==> src/rtl/ifetch_unit.sv <==
// Instruction fetch unit: owns the architectural PC and fetches one instruction
// at a time over a req/gnt/rvalid handshake, then waits for execute to retire it.
module ifetch_unit #(
   parameter logic [31:0] RESET_PC = 32'h8000_0000,
   parameter logic [7:0]  TIMEOUT  = 8'd255
) (
   input  logic        clk,
   input  logic        rst,
   output logic        imem_req,
   output logic [31:0] imem_addr,
   input  logic        imem_gnt,
   input  logic        imem_rvalid,
   input  logic [31:0] imem_rdata,
   output logic [31:0] pc,
   output logic [31:0] instr,
   output logic        instr_valid,
   input  logic        retire,
   input  logic [31:0] next_pc,
   output logic        fetch_err
);

   // Handshake: imem_req/imem_addr hold until imem_gnt is seen in REQ; exactly one
   // request is outstanding and its data is accepted only via imem_rvalid in WAIT.
   // instr/pc are consumable while instr_valid=1 and retire is honoured only then.

   localparam logic [31:0] NOP_INSTR = 32'h0000_0013;

   typedef enum logic [1:0] {
      S_REQ   = 2'd0,
      S_WAIT  = 2'd1,
      S_VALID = 2'd2,
      S_ERR   = 2'd3
   } state_t;

   state_t      state_q, state_d;
   logic [31:0] pc_q, pc_d;
   logic [31:0] instr_q, instr_d;
   logic [7:0]  cnt_q, cnt_d;

   // State register
   always_ff @(posedge clk) begin
      if (rst) begin
         state_q <= S_REQ;
      end else begin
         state_q <= state_d;
      end
   end

   // Datapath registers
   always_ff @(posedge clk) begin
      if (rst) begin
         pc_q    <= RESET_PC;
         instr_q <= NOP_INSTR;
         cnt_q   <= 8'd0;
      end else begin
         pc_q    <= pc_d;
         instr_q <= instr_d;
         cnt_q   <= cnt_d;
      end
   end

   // Next-state and datapath update
   always_comb begin
      state_d = state_q;
      pc_d    = pc_q;
      instr_d = instr_q;
      cnt_d   = cnt_q;
      case (state_q)
         S_REQ: begin
            if (imem_gnt) begin
               cnt_d   = 8'd0;
               state_d = S_WAIT;
            end
         end
         S_WAIT: begin
            // rvalid takes priority over a timeout expiring in the same cycle
            if (imem_rvalid) begin
               instr_d = imem_rdata;
               state_d = S_VALID;
            end else if (cnt_q == TIMEOUT) begin
               state_d = S_ERR;
            end else begin
               cnt_d = cnt_q + 8'd1;
            end
         end
         S_VALID: begin
            if (retire) begin
               pc_d    = next_pc;
               state_d = (next_pc[1:0] != 2'b00) ? S_ERR : S_REQ;
            end
         end
         S_ERR: begin
            state_d = S_ERR;
         end
         default: begin
            state_d = S_ERR;
         end
      endcase
   end

   // Moore outputs
   always_comb begin
      imem_req    = (state_q == S_REQ);
      instr_valid = (state_q == S_VALID);
      fetch_err   = (state_q == S_ERR);
      imem_addr   = pc_q;
      pc          = pc_q;
      instr       = instr_q;
   end

endmodule

==> config.mk <==
export PLATFORM = sky130hd
export DESIGN_NAME = ifetch_unit
export DESIGN_NICKNAME = d
export VERILOG_FILES = /design/src/rtl/ifetch_unit.sv
export SDC_FILE = /design/constraint.sdc
export NUM_CORES = 1
export LEC_CHECK = 0
export ABC_AREA = 1
export ABC_CLOCK_PERIOD_IN_PS = 2100
export CORE_MARGIN = 5
export CORE_UTILIZATION = 42
export DETAILED_ROUTE_END_ITERATION = 8
export PLACE_DENSITY = 0.92
export SLEW_MARGIN = 20
export SYNTH_ARGS = -nofsm -noshare
export SYNTH_HDL_FRONTEND = slang
export SYNTH_SLANG_ARGS = --single-unit
==> constraint.sdc <==
create_clock -name clk -period 2.1 [get_ports clk]
set_input_delay 0.525 -clock clk [delete_from_list [all_inputs] [get_ports clk]]
set_output_delay 0.525 -clock clk [all_outputs]
set_load 0.02 [all_outputs]
==> results.sh <==
export IMPL_critPathArrivalTime_ns=1.47
export IMPL_setup_violations=0
export IMPL_drive_gt1_frac=0.0761
export IMPL_cts_root_to_sink_buffers=2
export IMPL_antenna_found_initial=0
export IMPL_cp_slowest_stage_delay_ns=0.61
export IMPL_die_area_um2=9230
export IMPL_antenna_left=0
export IMPL_worst_pin_slew_ns=0.530
export IMPL_hold_path_class="reg -> reg"
export IMPL_ys_seq_area_frac=0.476
export IMPL_relSlewSlack=0.646
export IMPL_rows=31
export IMPL_final_cell_count_no_fill=638
export IMPL_crit_required_ns=1.57
export IMPL_n_antenna_cell=0
export IMPL_cp_end_kind="output pin"
export IMPL_cts_root_buf="clkbuf_8"
export IMPL_initial_utilization=0.429
export IMPL_timing_final_crit_share=0.951
export IMPL_synth_nets=474
export IMPL_yosysWarnings=0
export IMPL_r2r_end="imem_addr[20]$_SDFFE_PP0P_"
export IMPL_cts_tree="done"
export IMPL_grt_pass1_wl_mm=13.9
export IMPL_insertion_delay_ns=0.33
export IMPL_die_y_um=96.1
export IMPL_drv_slew=0
export IMPL_htreeDepth=3
export IMPL_leakage_nw=1.80
export IMPL_overflow=0
export IMPL_drv_cap=0
export IMPL_finClkSkew_ns=0.0117
export IMPL_syn_to_final_growth_pct=52.4
export IMPL_startpoint="state_q[0]$_SDFFE_PP0P_"
export IMPL_rsz0062_at_grt="false"
export IMPL_critical_path_buf_inv_count=2
export IMPL_ys_seq_elements=74
export IMPL_routed_via_count=3026
export IMPL_crit_end="fetch_err"
export IMPL_setup_tns_ns=0
export IMPL_grt_pass1_vias=2985
export IMPL_cts_made_buffers=9
export IMPL_reg2reg_from="state_q[1]$_SDFFE_PP0P_"
export IMPL_cp_max_fo=5
export IMPL_cts_sinks=74
export IMPL_wl_per_cell_um=14.2
export IMPL_peakVddDrop_v=0.000349
export IMPL_start_kind="flop"
export IMPL_fmax_ghz=0.501
export IMPL_ff2ff_setup_slack_ns=0.64
export IMPL_io_buffer_count=167
export IMPL_synth_avg_cell_area_um2=7.71
export IMPL_clk_pin_slew_ns=0.08
export IMPL_outcome="finished clean"
export IMPL_wl_mm=9.03
export IMPL_avgViaCountPerCell=4.74
export IMPL_final_common_cell="clkdlybuf4s50_1"
export IMPL_placedCellCount=624
export IMPL_grt_max_degree=36
export IMPL_coreArea_um2=7250
export IMPL_io_pins=168
export IMPL_critPathTopFamily="buffers and inverters"
export IMPL_hold_violations=0
export IMPL_synthDistinctLibCells=25
export IMPL_cp_depth=3
export IMPL_cts_setup_buffers=0
export IMPL_period_needed_ns=2.00
export IMPL_die_width_um=96.1
export IMPL_nets=606
export IMPL_route_detailed_drc=0
export IMPL_worst_path_max_delay_cell="clkdlybuf4s50_1"
export IMPL_path_cells="nand2_1 > inv_1 > clkdlybuf4s50_1"
export IMPL_ctsResizeCount=3
export IMPL_cts_hold_buf=0
export IMPL_final_cell_mix="clkdlybuf4s50_1 (165), nand2_1 (90), nor2_1 (75)"
export IMPL_reg2reg_depth=6
export IMPL_synthCells=404
export IMPL_drt_iter0_drc=78
export IMPL_drt_pass1_iterations=5
export IMPL_synth_area_um2=3110
export IMPL_hpwl_mm=6.89
export IMPL_gp_congestion=0.872
export IMPL_p_per_area_nw_per_um2=687
export IMPL_worstSetupPathType="reg -> out"
export IMPL_grt_usage=0.192
cell usage after synthesis:
cell,n,share of area
buf_2,3,0.0048
clkbuf_1,7,0.0084
nand2_1,90,0.11
o21bai_1,1,0.0024
inv_1,10,0.012
nand3_1,10,0.016
buf_4,38,0.092
nor2_1,75,0.090
dfxtp_1,74,0.48
o21ai_1,28,0.045
nand2_4,2,0.0072
inv_2,5,0.0060
xor2_1,2,0.0056
a21oi_4,1,0.0052
buf_6,3,0.011
nor2_2,1,0.0020
nand2_8,1,0.0064
nor3_1,1,0.0016
o21ai_2,1,0.0028
nand2_2,4,0.0080
ha_1,1,0.0040
a21oi_1,36,0.058
o21ai_0,3,0.0048
nor2_4,3,0.011
a21oi_2,4,0.011
sequential cells by signal (all words and copies together), names as in the netlist:
register	flops
cnt_q	8
state_q	2
instr	32
imem_addr	32
how the worst min path moves through the flow:
stage / end / depth (start not counted) / slack [ns] / from
2_1_floorplan: cnt_q[0]$_SDFFE_PP0P_ / 2 / 0.46 / cnt_q[0]$_SDFFE_PP0P_
3_3_place_gp: instr[4]$_SDFFE_PP1N_ / 2 / 0.45 / instr[4]$_SDFFE_PP1N_
3_5_place_dp: instr[4]$_SDFFE_PP1N_ / 2 / 0.44 / instr[4]$_SDFFE_PP1N_
4_1_cts: instr[4]$_SDFFE_PP1N_ / 2 / 0.46 / instr[4]$_SDFFE_PP1N_
5_1_grt: instr[1]$_SDFFE_PP1N_ / 2 / 0.50 / instr[1]$_SDFFE_PP1N_
6_report: instr[4]$_SDFFE_PP1N_ / 2 / 0.46 / instr[4]$_SDFFE_PP1N_
where the power goes:
| part | internal, mW | switching (mW) |
|---|---|---|
| combinational | 0.377 | 0.409 |
| clock | 0.444 | 0.470 |
| sequential | 1.50 | 0.0637 |
cell families after synthesis:
logic type      Yosys count  synth area share
compound gates           74             0.129
simple gates            187             0.251
fa+ha+maj                 1           0.00402
flops                    74             0.476
xor+xnor                  2           0.00563
buf+inv                  66             0.134
layer usage:
layer  wire (um)  global-route usage  vias to the layer above
li1            -                   -                     1508
met1        3560               0.204                     1374
met2        4340               0.336                      132
met3        1020              0.0790                       12
met4         116              0.0782                        0
met5           0                   0                        -
stage by stage:
step | area [um2] | util | hold WS [ns] | worst slack [ns] | total power [mW]
4_1_cts | 4740 | 0.654 | 0.460 | 0.0900 | 3.30
5_1_grt | 4740 | 0.654 | 0.496 | 0.0368 | 3.42
3_5_place_dp | 4590 | 0.632 | 0.441 | 0.180 | 2.38
2_1_floorplan | 3110 | - | 0.465 | 0.842 | 2.01
6_report | 4740 | 0.654 | 0.457 | 0.103 | 3.26
3_3_place_gp | 4590 | 0.632 | 0.446 | 0.212 | 2.36
worst register-to-register path: stages, from the launching register on:
cell and delay, ns:
dfxtp_1 0.38, inv_2 0.08, nor2_4 0.14, nand2_2 0.08, inv_2 0.38, nand2_1 0.13
a21oi_1 0.18
layout make-up:
class	count	area (um2)
Clock buffer	11	141
Clock inverter	3	17.5
Fill cell	599	2510
Inverter	15	56.3
Multi-Input combinational cell	264	1210
Sequential cell	74	1480
Tap cell	99	124
Timing Repair Buffer	172	1710
Note: power is estimated with default switching activity, not from simulation.
